### src/rtl/tetris_pkg.sv
// Shared types and constants for the falling-piece controller.
// Used by tetromino_ctrl and edge_latch.
package tetris_pkg;

   typedef enum logic {
      IDLE = 1'b0,
      FALL = 1'b1
   } state_e;

   typedef enum logic [2:0] {
      PIECE_I = 3'd0,
      PIECE_O = 3'd1,
      PIECE_T = 3'd2,
      PIECE_S = 3'd3,
      PIECE_Z = 3'd4,
      PIECE_J = 3'd5,
      PIECE_L = 3'd6
   } piece_e;

   localparam int unsigned CELL        = 8;
   localparam int unsigned SPRITE_SIZE = 32;

   // ctrl word layout: {type[2:0], rot[1:0]}
   localparam int unsigned TYPE_MSB = 4;
   localparam int unsigned TYPE_LSB = 2;
   localparam int unsigned ROT_MSB  = 1;
   localparam int unsigned CTRL_W   = TYPE_MSB + 1;

   // Map a raw 3-bit type onto a legal piece; 7 folds back to I.
   function automatic logic [2:0] legal_type(input logic [2:0] raw);
      return (raw == 3'd7) ? 3'(PIECE_I) : raw;
   endfunction

endpackage

### src/rtl/edge_latch.sv
// Rising-edge detector with a sticky pending flag and synchronous clear.
// A new edge in the clearing cycle wins, so no press is lost.
module edge_latch (
   input  logic clk,
   input  logic reset_n,
   input  logic btn_i,
   input  logic clr_i,
   output logic flag_o
);

   logic btn_q;
   logic flag_q, flag_d;
   logic rise;

   assign rise   = btn_i & ~btn_q;
   assign flag_d = rise | (flag_q & ~clr_i);
   assign flag_o = flag_q;

   always_ff @(posedge clk or negedge reset_n) begin
      if (!reset_n) begin
         btn_q  <= 1'b0;
         flag_q <= 1'b0;
      end else begin
         btn_q  <= btn_i;
         flag_q <= flag_d;
      end
   end

endmodule

### src/rtl/tetromino_ctrl.sv
// Falling-piece controller: spawn, move, rotate, gravity, soft-drop, landing.
// Optional held-button auto-repeat is enabled by defining AUTO_REPEAT_EN.
module tetromino_ctrl
   import tetris_pkg::*;
#(
   parameter int unsigned FIELD_X0    = 280,
   parameter int unsigned FIELD_Y0    = 80,
   parameter int unsigned FIELD_W     = 80,
   parameter int unsigned FIELD_H     = 160,
   parameter int unsigned GRAV_FRAMES = 30
`ifdef AUTO_REPEAT_EN
   ,
   parameter int unsigned REPEAT_FRAMES = 6
`endif
) (
   input  logic              clk,
   input  logic              reset_n,
   input  logic              frame_tick,
   input  logic              spawn,
   input  logic [2:0]        piece_type,
   input  logic              btn_left,
   input  logic              btn_right,
   input  logic              btn_rot,
   input  logic              btn_drop,
   output logic [10:0]       x0,
   output logic [10:0]       y0,
   output logic [CTRL_W-1:0] ctrl,
   output logic              active,
   output logic              landed
);

   localparam int unsigned PW = 12;
   localparam int unsigned OW = 11;
   localparam int unsigned GW = (GRAV_FRAMES > 1) ? $clog2(GRAV_FRAMES) : 1;

   localparam logic [PW-1:0] X_MIN   = PW'(FIELD_X0);
   localparam logic [PW-1:0] X_MAX   = PW'(FIELD_X0 + FIELD_W - SPRITE_SIZE);
   localparam logic [PW-1:0] Y_MIN   = PW'(FIELD_Y0);
   localparam logic [PW-1:0] Y_MAX   = PW'(FIELD_Y0 + FIELD_H - SPRITE_SIZE);
   localparam logic [PW-1:0] X_SPAWN =
      PW'(FIELD_X0 + (((FIELD_W - SPRITE_SIZE) / 2) / CELL) * CELL);
   localparam logic [PW-1:0] STEP    = PW'(CELL);
   localparam logic [GW-1:0] G_LAST  = GW'(GRAV_FRAMES - 1);

   state_e          state_q, state_d;
   logic [OW-1:0]   x_q, x_d;
   logic [OW-1:0]   y_q, y_d;
   logic [2:0]      type_q, type_d;
   logic [1:0]      rot_q, rot_d;
   logic [GW-1:0]   gcnt_q, gcnt_d;
   logic            landed_q, landed_d;

   logic            flag_clr;
   logic            pend_l, pend_r, pend_rot;
   logic            rep_l, rep_r;
   logic            go_l, go_r;

   logic [PW-1:0]   x_ext, y_ext;
   logic [PW-1:0]   x_left, x_right, y_next;
   logic            grav_due, fits;

   // Button edge capture
   edge_latch u_lat_left (
      .clk     (clk),
      .reset_n (reset_n),
      .btn_i   (btn_left),
      .clr_i   (flag_clr),
      .flag_o  (pend_l)
   );

   edge_latch u_lat_right (
      .clk     (clk),
      .reset_n (reset_n),
      .btn_i   (btn_right),
      .clr_i   (flag_clr),
      .flag_o  (pend_r)
   );

   edge_latch u_lat_rot (
      .clk     (clk),
      .reset_n (reset_n),
      .btn_i   (btn_rot),
      .clr_i   (flag_clr),
      .flag_o  (pend_rot)
   );

`ifdef AUTO_REPEAT_EN
   localparam int unsigned RW = $clog2(2 * REPEAT_FRAMES + 1);
   localparam logic [RW-1:0] R_ONE  = RW'(REPEAT_FRAMES);
   localparam logic [RW-1:0] R_FIRE = RW'(2 * REPEAT_FRAMES);

   logic [1:0]    hdir_q, hdir_d;
   logic [RW-1:0] rcnt_q, rcnt_d;
   logic [RW-1:0] rcnt_base, rcnt_inc;
   logic          rep_fire;

   // Held direction: bit0 left only, bit1 right only, zero when none or both.
   assign hdir_d    = {btn_right & ~btn_left, btn_left & ~btn_right};
   assign rcnt_base = ((hdir_d != hdir_q) || (hdir_d == 2'b00)) ? '0 : rcnt_q;
   assign rcnt_inc  = rcnt_base + RW'(1);

   always_comb begin
      rcnt_d   = rcnt_base;
      rep_fire = 1'b0;
      if (frame_tick && (hdir_d != 2'b00)) begin
         if (rcnt_inc == R_FIRE) begin
            rep_fire = 1'b1;
            rcnt_d   = R_ONE;
         end else begin
            rcnt_d   = rcnt_inc;
         end
      end
   end

   always_ff @(posedge clk or negedge reset_n) begin
      if (!reset_n) begin
         hdir_q <= 2'b00;
         rcnt_q <= '0;
      end else begin
         hdir_q <= hdir_d;
         rcnt_q <= rcnt_d;
      end
   end

   assign rep_l = rep_fire & hdir_d[0];
   assign rep_r = rep_fire & hdir_d[1];
`else
   assign rep_l = 1'b0;
   assign rep_r = 1'b0;
`endif

   assign go_l = pend_l | rep_l;
   assign go_r = pend_r | rep_r;

   // Clamped position arithmetic, widened to avoid wrap at the bounds
   assign x_ext    = {1'b0, x_q};
   assign y_ext    = {1'b0, y_q};
   assign x_left   = (x_ext >= X_MIN + STEP) ? (x_ext - STEP) : X_MIN;
   assign x_right  = (x_ext + STEP > X_MAX) ? X_MAX : (x_ext + STEP);
   assign y_next   = y_ext + STEP;
   assign fits     = (y_next <= Y_MAX);
   assign grav_due = btn_drop | (gcnt_q == G_LAST);

   // Next-state and datapath updates
   always_comb begin
      state_d  = state_q;
      x_d      = x_q;
      y_d      = y_q;
      type_d   = type_q;
      rot_d    = rot_q;
      gcnt_d   = gcnt_q;
      landed_d = 1'b0;
      flag_clr = 1'b0;

      unique case (state_q)
         IDLE: begin
            if (spawn) begin
               x_d      = OW'(X_SPAWN);
               y_d      = OW'(Y_MIN);
               type_d   = legal_type(piece_type);
               rot_d    = 2'd0;
               gcnt_d   = '0;
               flag_clr = 1'b1;
               state_d  = FALL;
            end
         end

         FALL: begin
            if (frame_tick) begin
               flag_clr = 1'b1;
               if (grav_due && !fits) begin
                  landed_d = 1'b1;
                  state_d  = IDLE;
               end else begin
                  if (pend_rot) begin
                     rot_d = rot_q + 2'd1;
                  end
                  if (go_l && !go_r) begin
                     x_d = OW'(x_left);
                  end else if (go_r && !go_l) begin
                     x_d = OW'(x_right);
                  end
                  if (grav_due) begin
                     y_d    = OW'(y_next);
                     gcnt_d = '0;
                  end else begin
                     gcnt_d = gcnt_q + GW'(1);
                  end
               end
            end
         end

         default: state_d = IDLE;
      endcase
   end

   always_ff @(posedge clk or negedge reset_n) begin
      if (!reset_n) begin
         state_q  <= IDLE;
         x_q      <= OW'(X_MIN);
         y_q      <= OW'(Y_MIN);
         type_q   <= 3'd0;
         rot_q    <= 2'd0;
         gcnt_q   <= '0;
         landed_q <= 1'b0;
      end else begin
         state_q  <= state_d;
         x_q      <= x_d;
         y_q      <= y_d;
         type_q   <= type_d;
         rot_q    <= rot_d;
         gcnt_q   <= gcnt_d;
         landed_q <= landed_d;
      end
   end

   assign x0                      = x_q;
   assign y0                      = y_q;
   assign ctrl[TYPE_MSB:TYPE_LSB] = type_q;
   assign ctrl[ROT_MSB:0]         = rot_q;
   assign active                  = (state_q == FALL);
   assign landed                  = landed_q;

endmodule

### config.mk
export PLATFORM = sky130hd
export DESIGN_NAME = tetromino_ctrl
export DESIGN_NICKNAME = d
export VERILOG_FILES = /design/src/rtl/tetris_pkg.sv /design/src/rtl/edge_latch.sv /design/src/rtl/tetromino_ctrl.sv
export SDC_FILE = /design/constraint.sdc
export NUM_CORES = 1
export LEC_CHECK = 0
export ABC_AREA = 1
export CORE_MARGIN = 1
export CORE_UTILIZATION = 42
export DETAILED_ROUTE_END_ITERATION = 8
export GPL_ROUTABILITY_DRIVEN = 0
export PLACE_DENSITY = 0.66
export SYNTH_ARGS = -nofsm -noshare
export SYNTH_HDL_FRONTEND = slang
export SYNTH_SLANG_ARGS = --single-unit
### constraint.sdc
create_clock -name clk -period 1.9 [get_ports clk]
set_input_delay 0.285 -clock clk [delete_from_list [all_inputs] [get_ports clk]]
set_output_delay 0.285 -clock clk [all_outputs]
set_load 0.1 [all_outputs]
==> flow_summary.yaml <==
worst_setup_path:
  start_kind: "register"
  crit_path_end: "x0[9]$_DFFE_PN0P_"
  cp.depth: 12
  r2r_end: "x0[9]$_DFFE_PN0P_"
  crit_slowest_cell: "dfstp_4"
  cpPeakStageDelay_ns: 0.64
  path_cells: "ha_4 > inv_2 > nor2_1 > a21oi_1 > nor2_1 > nand2_1 > nand4_4 > nand3_4 > buf_6 > nand3_4 > nand2_2 > o21ai_2"
  required_ns: 2.07
  cp_num_buf_inv: 2
  criticalPathCategory: "reg2reg"
  crit_family: "simple AND/OR/NAND/NOR gates"
  worstSetupEndpointType: "register"
  timing.rr.start: "y0[4]$_DFFE_PN1P_"
  worstPathMaxFanout: 8
  r2r_setup_slack_ns: -0.02
  startpoint: "y0[4]$_DFFE_PN1P_"
  r2r_cells: 12
  crit_arrival_ns: 2.09
place:
  port_buffers: 33
  dpl.hpwl_um: 3680
clock_network:
  holdBufCountCts: 0
  htree_levels: 2
  cts_sinks: 34
  clk_latency_ns: 0.28
  cts_tree: "done"
  clk_pin_slew_ns: 0.07
  cts_inserted_buffers: 5
  clockBufferDepth: 2
  root_buffer: "clkbuf_8"
timing:
  hold_viol: 0
  drv_slew: 0
  finClkSkew_ns: 0.00507
  rsz0062_at_grt: "true"
  setup_violations: 2
  min_period_ns: 1.92
  fin_tns_setup_ns: -0.0198
  finalWorstSetupSlack_ns: -0.0183
  finalCritPeriodShare: 1.01
  timing.fmax_mhz: 521
grt:
  grt_pass1_wl_um: 8420
  grt_max_degree: 35
  antenna_found_initial: 0
  overflow: 0
  grt_use_total: 0.198
  grt_pass1_vias: 1917
logic_synthesis:
  syn_area_per_cell_um2: 7.54
  synth_top_area_cell: "dfrtp_1"
  netlist_top_cells_area: "dfrtp_1 (33%), nand2_1 (14%), inv_1 (6.2%)"
  synth_edf_count: 0
  ys_seq_area_frac: 0.393
  synth_cell_types: 34
  ys.flop_type: "dfrtp_1"
  ys_seq_elements: 34
  synth_warnings: 0
  yosysTopAreaCellShare: 0.333
  synth_cells: 289
  synth_area_um2: 2180
  synthArstFlopShare: 1.00
outcome:
  violations: "setup timing"
  status: "complete, but fails checks"
layout:
  final_cell_mix: "nand2_1 (71), inv_1 (34), buf_4 (34)"
  layout_commonest_cell: "nand2_1"
  final_util: 0.618
  drive_gt1_frac: 0.324
  final-seq-area_um2: 880
  nets: 361
  multi_input_area_um2: 1230
  nFillCells: 443
  layout-area-overhead-vs-synth_pct: 37.4
  n_antenna_cell: 0
flow_run:
  drv_cap: 0
die:
  start_util: 0.450
  row_count: 25
  die_height_um: 74.0
  die_x_um: 74.0
  core_um2: 4850
  die_area_um2: 5480
  io_pins: 40
pwr:
  p_per_area_nw_per_um2: 1620
  vdd_drop_max_mv: 0.910
  p_leak_nw: 1.44
routing:
  top_layer: "met4"
  wire_per_inst_um: 12.2
  ant_nets: 0
  viasPerCell: 5.05
  route.met2.wl_um: 2520
  drc: 0
  drt-met1-wl_um: 2270
  vias: 2087
  first_pass_iters: 4
  routed_wirelength_um: 5030
  drtIter0Drc: 125
  routed-wl-met3_um: 198
min_path:
  min_path_type: "in2async"
flip-flops by register name, summed over array words and instances, names as in the netlist:
| register | cells |
|---|---|
| gcnt_q | 5 |
| y0 | 8 |
| type_q | 3 |
| x0 | 8 |
| active | 1 |
| u_lat_left.flag_o | 1 |
| u_lat_right.flag_o | 1 |
| rot_q | 2 |
| u_lat_right.btn_q | 1 |
| u_lat_rot.flag_o | 1 |
| u_lat_rot.btn_q | 1 |
| landed | 1 |
| u_lat_left.btn_q | 1 |
cell usage after synthesis (2+ instances only):
library cell / number
a21oi_1: 2
buf_2: 2
buf_4: 6
buf_6: 2
clkbuf_1: 2
dfrtp_1: 29
dfstp_2: 5
ha_1: 5
inv_1: 36
nand2_1: 79
nand2_2: 4
nand3_1: 27
nand3_4: 2
nand4_1: 8
nor2_1: 26
nor3_1: 2
o21ai_0: 13
o21ai_2: 13
o22ai_1: 4
o31ai_1: 2
or2_2: 3
xor2_1: 5
routing by layer:
metal | up-vias | global-route usage
li1 | 1041 | -
met1 | 981 | 0.250
met2 | 60 | 0.347
met3 | 5 | 0.0298
met4 | 0 | 0.0598
met5 | - | 0
power by group:
group          leakage [nW]  internal (W)  switching [W]
Sequential            0.415      0.000970       0.000291
Clock                0.0472      0.000291       0.000268
Combinational         0.983       0.00101        0.00204
cells by family after synthesis:
group	Yosys count	share of synthesized area
and+or+nand+nor	156	0.328
buffers and inverters	49	0.103
AOI/OAI and AO/OA	38	0.121
DFF	34	0.393
xor gates and xnor gates	6	0.0241
adders and majority gates	5	0.0287
other	1	0.00172
how the worst min path moves through the flow:
stage,end,slack [ns],cells after the start
6_report,gcnt_q[4]$_DFFE_PN0P_,0.40,2
5_1_grt,u_lat_right.flag_o$_DFF_PN0_,0.43,1
4_1_cts,rot_q[1]$_DFFE_PN0P_,0.42,2
3_5_place_dp,u_lat_right.flag_o$_DFF_PN0_,0.42,1
3_3_place_gp,u_lat_right.flag_o$_DFF_PN0_,0.40,1
2_1_floorplan,active$_DFF_PN0_,-0.01,0
through the flow:
stage               power [W]  hold slack (ns)  worst slack, ns  cells  cell area, µm²
floorplan             0.00340          -0.0106           -0.155    294            2270
global placement      0.00424            0.403           0.0118    402            2820
detailed placement    0.00427            0.418          -0.0409    402            2820
CTS                   0.00485            0.424          -0.0237    411            2930
global route          0.00517            0.432           -0.127    413            2990
finish                0.00486            0.402          -0.0183    413            2990
cell type report:
| class | instances | share of cell area |
|---|---|---|
| Clock buffer | 6 | 0.0276 |
| Clock inverter | 2 | 0.00418 |
| Inverter | 37 | 0.0464 |
| Multi-Input combinational cell | 212 | 0.411 |
| Sequential cell | 34 | 0.294 |
| Tap cell | 67 | 0.0280 |
| Timing Repair Buffer | 55 | 0.189 |
repair_timing:
item / 4_1_cts / 5_1_grt
setup endpoints to repair: 16 / 25
gates cloned: 0 / 1
gates resized for setup: 2 / 13
pin swaps: 1 / 6
setup buffers: 1 / 1
Power figures use the tool's default switching activity.
